File: config.mk
export PLATFORM = sky130hd
export DESIGN_NAME = object_packer
export DESIGN_NICKNAME = d
export VERILOG_FILES = /design/src/rtl/object_packer.sv
export SDC_FILE = /design/constraint.sdc
export NUM_CORES = 1
export LEC_CHECK = 0
export ABC_AREA = 1
export CAP_MARGIN = 20
export CORE_MARGIN = 3
export CORE_UTILIZATION = 40
export CTS_BUF_LIST = sky130_fd_sc_hd__clkbuf_2
export DETAILED_ROUTE_END_ITERATION = 10
export GPL_TIMING_DRIVEN = 0
export PLACE_DENSITY = 0.55
export SYNTH_ARGS = -nofsm -noshare
export SYNTH_HDL_FRONTEND = slang
export SYNTH_SLANG_ARGS = --single-unit
File: constraint.sdc
create_clock -name clk_in -period 13.85 [get_ports clk_in]
set_input_delay 2.77 -clock clk_in [delete_from_list [all_inputs] [get_ports clk_in]]
set_output_delay 2.77 -clock clk_in [all_outputs]
set_load 0.02 [all_outputs]
File: src/rtl/object_packer.sv
// object_packer: packs endpoint geometry into the 115-bit object_props word.
// Circle radius uses a multi-cycle restoring integer square root.
module object_packer #(
    parameter int ROOT_BITS = 12,
    parameter int RAD_BITS  = 24
) (
    input  logic         clk_in,
    input  logic         rst_in,
    input  logic [1:0]   shape_in,
    input  logic         is_static_in,
    input  logic [10:0]  x_in_1,
    input  logic [9:0]   y_in_1,
    input  logic [10:0]  x_in_2,
    input  logic [9:0]   y_in_2,
    input  logic [9:0]   y_in_3,
    input  logic         valid_in,
    output logic         ready_out,
    output logic [114:0] object_props,
    output logic         valid_out,
    input  logic         ready_in,
    output logic         error_out
);

    localparam int REM_BITS = ROOT_BITS + 3;
    localparam int CNT_BITS = $clog2(ROOT_BITS);

    typedef enum logic [1:0] {
        S_IDLE,
        S_SQUARE,
        S_ROOT,
        S_OUT
    } state_t;

    state_t r_state;
    state_t w_state_nx;

    logic                r_static;
    logic [10:0]         r_x1;
    logic [9:0]          r_y1;
    logic [10:0]         r_x2;
    logic [9:0]          r_y2;
    logic [RAD_BITS-1:0] r_rad;
    logic [ROOT_BITS-1:0] r_root;
    logic [ROOT_BITS:0]  r_rem;
    logic [CNT_BITS-1:0] r_cnt;
    logic [114:0]        r_props;
    logic                r_valid;
    logic                r_err;

    logic                w_accept;
    logic                w_last;
    logic [15:0]         w_rdx1;
    logic [15:0]         w_rdy1;
    logic [15:0]         w_rdy2;
    logic [11:0]         w_cdx;
    logic [10:0]         w_cdy;
    logic signed [RAD_BITS-1:0] w_cdx_ext;
    logic signed [RAD_BITS-1:0] w_cdy_ext;
    logic signed [RAD_BITS-1:0] w_dx_sq;
    logic signed [RAD_BITS-1:0] w_dy_sq;
    logic [RAD_BITS-1:0] w_rad_sq;
    logic [REM_BITS-1:0] w_rem_sh;
    logic [REM_BITS-1:0] w_trial;
    logic                w_ge;
    logic [ROOT_BITS:0]  w_rem_nx;
    logic [ROOT_BITS-1:0] w_root_nx;
    logic [114:0]        w_props_lr;
    logic [114:0]        w_props_circ;

    assign ready_out    = (r_state == S_IDLE) && rst_in;
    assign w_accept     = valid_in && ready_out;
    assign w_last       = (r_cnt == CNT_BITS'(ROOT_BITS - 1));
    assign object_props = r_props;
    assign valid_out    = r_valid;
    assign error_out    = r_err;

    // Zero-extended 16-bit subtraction yields the two's complement delta.
    assign w_rdx1 = {5'b0, x_in_2} - {5'b0, x_in_1};
    assign w_rdy1 = {6'b0, y_in_2} - {6'b0, y_in_1};
    assign w_rdy2 = {6'b0, y_in_3} - {6'b0, y_in_2};

    assign w_cdx     = {1'b0, r_x2} - {1'b0, r_x1};
    assign w_cdy     = {1'b0, r_y2} - {1'b0, r_y1};
    assign w_cdx_ext = {{(RAD_BITS-12){w_cdx[11]}}, w_cdx};
    assign w_cdy_ext = {{(RAD_BITS-11){w_cdy[10]}}, w_cdy};
    assign w_dx_sq   = w_cdx_ext * w_cdx_ext;
    assign w_dy_sq   = w_cdy_ext * w_cdy_ext;
    assign w_rad_sq  = w_dx_sq + w_dy_sq;

    // One restoring sqrt step: bring down two radicand bits, try 4*root+1.
    assign w_rem_sh  = {r_rem, r_rad[RAD_BITS-1 -: 2]};
    assign w_trial   = {1'b0, r_root, 2'b01};
    assign w_ge      = (w_rem_sh >= w_trial);
    assign w_rem_nx  = (ROOT_BITS+1)'(w_ge ? w_rem_sh - w_trial : w_rem_sh);
    assign w_root_nx = {r_root[ROOT_BITS-2:0], w_ge};

    always_comb begin
        w_props_lr          = '0;
        w_props_lr[114]     = is_static_in;
        w_props_lr[113:112] = shape_in;
        unique case (shape_in)
            2'b01: begin
                w_props_lr[111:96] = {1'b0, x_in_1, 4'b0};
                w_props_lr[95:80]  = {1'b0, y_in_1, 5'b0};
                w_props_lr[63:48]  = {5'b0, x_in_2};
                w_props_lr[47:32]  = {6'b0, y_in_2};
            end
            2'b10: begin
                w_props_lr[111:96] = {1'b0, x_in_1, 4'b0};
                w_props_lr[95:80]  = {1'b0, y_in_1, 5'b0};
                w_props_lr[79:64]  = w_rdx1;
                w_props_lr[63:48]  = w_rdy1;
                w_props_lr[47:32]  = w_rdy2;
            end
            2'b11: w_props_lr = '0;
            default: ;
        endcase
    end

    always_comb begin
        w_props_circ          = '0;
        w_props_circ[114]     = r_static;
        w_props_circ[113:112] = 2'b00;
        w_props_circ[111:96]  = {5'b0, r_x1};
        w_props_circ[95:80]   = {6'b0, r_y1};
        w_props_circ[47:32]   = {{(16-ROOT_BITS){1'b0}}, w_root_nx};
    end

    always_comb begin
        w_state_nx = r_state;
        unique case (r_state)
            S_IDLE: begin
                if (w_accept) begin
                    w_state_nx = (shape_in == 2'b00) ? S_SQUARE : S_OUT;
                end
            end
            S_SQUARE: w_state_nx = S_ROOT;
            S_ROOT: begin
                if (w_last) begin
                    w_state_nx = S_OUT;
                end
            end
            S_OUT: begin
                if (ready_in) begin
                    w_state_nx = S_IDLE;
                end
            end
            default: w_state_nx = S_IDLE;
        endcase
    end

    always_ff @(posedge clk_in) begin
        if (!rst_in) begin
            r_state <= S_IDLE;
        end else begin
            r_state <= w_state_nx;
        end
    end

    always_ff @(posedge clk_in) begin
        if (!rst_in) begin
            r_static <= 1'b0;
            r_x1     <= '0;
            r_y1     <= '0;
            r_x2     <= '0;
            r_y2     <= '0;
            r_rad    <= '0;
            r_root   <= '0;
            r_rem    <= '0;
            r_cnt    <= '0;
            r_props  <= '0;
            r_valid  <= 1'b0;
            r_err    <= 1'b0;
        end else begin
            unique case (r_state)
                S_IDLE: begin
                    if (w_accept) begin
                        r_static <= is_static_in;
                        r_x1     <= x_in_1;
                        r_y1     <= y_in_1;
                        r_x2     <= x_in_2;
                        r_y2     <= y_in_2;
                        if (shape_in != 2'b00) begin
                            r_props <= w_props_lr;
                            r_valid <= 1'b1;
                            r_err   <= (shape_in == 2'b11);
                        end
                    end
                end
                S_SQUARE: begin
                    r_rad  <= w_rad_sq;
                    r_root <= '0;
                    r_rem  <= '0;
                    r_cnt  <= '0;
                end
                S_ROOT: begin
                    r_rad  <= {r_rad[RAD_BITS-3:0], 2'b00};
                    r_rem  <= w_rem_nx;
                    r_root <= w_root_nx;
                    r_cnt  <= r_cnt + 1'b1;
                    if (w_last) begin
                        r_props <= w_props_circ;
                        r_valid <= 1'b1;
                        r_err   <= 1'b0;
                    end
                end
                S_OUT: begin
                    if (ready_in) begin
                        r_valid <= 1'b0;
                        r_err   <= 1'b0;
                    end
                end
                default: ;
            endcase
        end
    end

endmodule
==> qor.yml <==
routing:
  wl_per_cell_um: 17.4
  post-route-drc-count: 0
  vias: 17069
  ant_nets: 0
  firstDrtPassIters: 5
  wl_mm: 59.6
  vias_per_cell: 4.99
  drt_iter0_drc: 1131
yosys:
  synth_area_um2: 19700
  synth_seq_area_share: 0.173
  ys_ff_latch: 170
  syn_area_per_cell_um2: 7.69
  async_flop_share: 0
  ys_top_cells_by_area: "fa_1 28%, dfxtp_1 17%, inv_1 10%"
  synth-edff-count: 0
  synth_flop_cell: "dfxtp_1"
  synth_top_area_frac: 0.283
  synthDistinctLibCells: 47
  synthTopCellsByCount: "537 x inv_1, 473 x nand2_1, 279 x fa_1, 179 x nor2_1, 174 x nand3_1"
  yosys_warnings: 0
  yosys.area.top_type: "fa_1"
  syn_inst: 2561
  synth_most_common_cell: "inv_1"
placement:
  portBuffers: 142
  gp_congestion: 0.897
  dp_hpwl_mm: 51.6
  pre_cts_ws_ns: 5.31
  placed_cells: 3393
clock_tree:
  clockRootBuffer: "clkbuf_2"
  cts_setup_buffers: 0
  worstSkewPairLatency_ns: 0.81
  clk_pin_slew_ns: 0.23
  ctsResizeCount: 0
  numCtsBuffers: 17
  cts_tree: "done"
  cts.htree.levels: 4
  cts.path.max_buffers: 2
  hold_buffers: 0
  cts.sinks: 170
floorplanning:
  fp-row-count: 80
  num_io_pins: 177
  dieArea_um2: 52000
  die_y_um: 228
  core_um2: 48200
  die_x_um: 228
  initial_core_util: 0.408
setup_path:
  max_stage_delay_ns: 0.76
  cp_slowest_cell: "xor2_1"
  critPathKind: "flop to flop"
  worst_setup_path_start_kind: "flop"
  cp.arrival_ns: 9.40
  worstPathMaxFanout: 8
  cpMostUsedCell: "fa_1"
  worst_ep_required_time_ns: 14.60
  crit_path_end_kind: "flop"
final_layout:
  drive_above_1_share: 0.0426
  nFillCells: 4905
  seqCellArea_um2: 3400
  multi_input_area_um2: 13700
  area_delta_synth_final_pct: 13.2
  finish.net_count: 3250
  stdcell_count: 3424
hold_path:
  hold_class: "flop to flop"
timing:
  final.setup.tns_ns: 0
  rsz0062_at_grt: "no"
  period_minus_slack_ns: 8.65
  timing.final.hold_violations: 0
  maxClockFrequency_mhz: 116
  slew_viol_final: 0
  post-route-period-util: 0.625
  finalSetupViolations: 0
  tightest_slew_ns: 1.01
  skew_ns: 0.0310
  relSlewSlack: 0.323
  setup_ws_ns: 5.20
grt:
  antenna_found_initial: 2
  grt_max_degree: 17
  grtUsageTotal: 0.232
  first_global_vias: 17417
  grt_pass1_wl_mm: 95.5
  grt_overflow: 0
job:
  drv_cap: 0
outcome:
  status: "finished clean"
## kinds of logic after synthesis
group | count (synthesis) | synth area share
and+or+nand+nor | 912 | 0.196
DFF | 170 | 0.173
xor gates and xnor gates | 30 | 0.0133
buffers and inverters | 661 | 0.136
adders and majority gates | 435 | 0.383
muxes | 1 | 0.000508
AOI/OAI and AO/OA | 351 | 0.0987
other | 1 | 0.000190
## critical path: cells and delay by family (launching register included)
family,cells,cell delay (ns)
and+or+nand+nor,4,0.69
xor gates and xnor gates,1,0.76
DFF,1,0.43
buffers and inverters,6,1.11
AOI/OAI and AO/OA,4,0.85
adders and majority gates,10,4.76
## per-stage QoR
step | hold WS, ns | util | cell area, µm²
after floorplan | 0.445 | - | 19800
final | 0.480 | 0.462 | 22300
after CTS | 0.486 | 0.462 | 22300
after global routing | 0.500 | 0.462 | 22300
after detailed placement | 0.460 | 0.458 | 22100
after global placement | 0.457 | 0.458 | 22100
## path summary, 6_finish.rpt
| kind | start | to | slack [ns] | cells after the start |
|---|---|---|---|---|
| worst max-delay path | r_y1[0] | r_rad[23] | 5.20 | 25 |
| worst min-delay path | r_rad[1] | r_rad[1] | 0.48 | 2 |
| worst max register to register | r_y1[0] | r_rad[23] | 5.20 | 25 |
| worst min register to register | r_rad[1] | r_rad[1] | 0.48 | 2 |
## flip-flops by register name, indices dropped and copies added (netlist names)
register,flops
error_out,1
object_props,70
r_cnt,4
r_rad,24
r_rem,13
r_root,12
r_state,2
r_static,1
r_x1,11
r_x2,11
r_y1,10
r_y2,10
valid_out,1
## final cells by class
| class | count | area share |
|---|---|---|
| clock inverters | 10 | 0.00567 |
| multi-input cells | 1764 | 0.616 |
| inverters | 548 | 0.0922 |
| repair buffers | 142 | 0.0637 |
| diodes | 1 | 0.000112 |
| plain buffers | 113 | 0.0279 |
| clock buffers | 20 | 0.00449 |
| well taps | 656 | 0.0368 |
| flip-flops and latches | 170 | 0.153 |
## placed cells by master (no fill, tap or decap), types with 3 or more instances in the layout
cell type        synthesis  routed
o21ai_0                109     109
o22ai_1                 11      11
conb_1                   1      35
xor2_1                  15      15
nand3b_1                11      11
xnor2_1                 15      15
nor3_1                  18      18
clkbuf_2                 0      20
buf_1                    9       9
nand4_1                 28      28
dfxtp_1                170     170
inv_1                  537     537
nand2_1                473     473
nand3_1                174     174
a21oi_1                148     148
buf_2                   12      12
nand2_2                  3       3
o221ai_1                 3       3
nor2_1                 179     179
o31ai_1                  3       3
o21ai_1                  3       3
clkdlybuf4s50_1          0     142
o21a_1                   4       4
clkinv_1                 6      10
ha_1                   156     156
o211ai_1                 5       5
clkbuf_1                44      44
or2_2                   17      17
fa_1                   279     279
buf_4                   47      47
a21o_1                   9       9
a31oi_1                 32      32
o21bai_1                 7       7
inv_2                    5       5
bufinv_16                0       3
a211oi_1                 8       8
## routing by layer
| layer | wire length, µm | up-vias | GRT usage | part of all wire |
|---|---|---|---|---|
| li1 | - | 8290 | - | - |
| met1 | 26500 | 8166 | 0.313 | 0.44 |
| met2 | 27500 | 512 | 0.381 | 0.46 |
| met3 | 3350 | 99 | 0.0336 | 0.056 |
| met4 | 2270 | 2 | 0.0862 | 0.038 |
| met5 | 13 | - | 0 | 0.00022 |
Power is not shown: default switching activity piles up to over one toggle a cycle in this logic, so the estimate is an artifact.
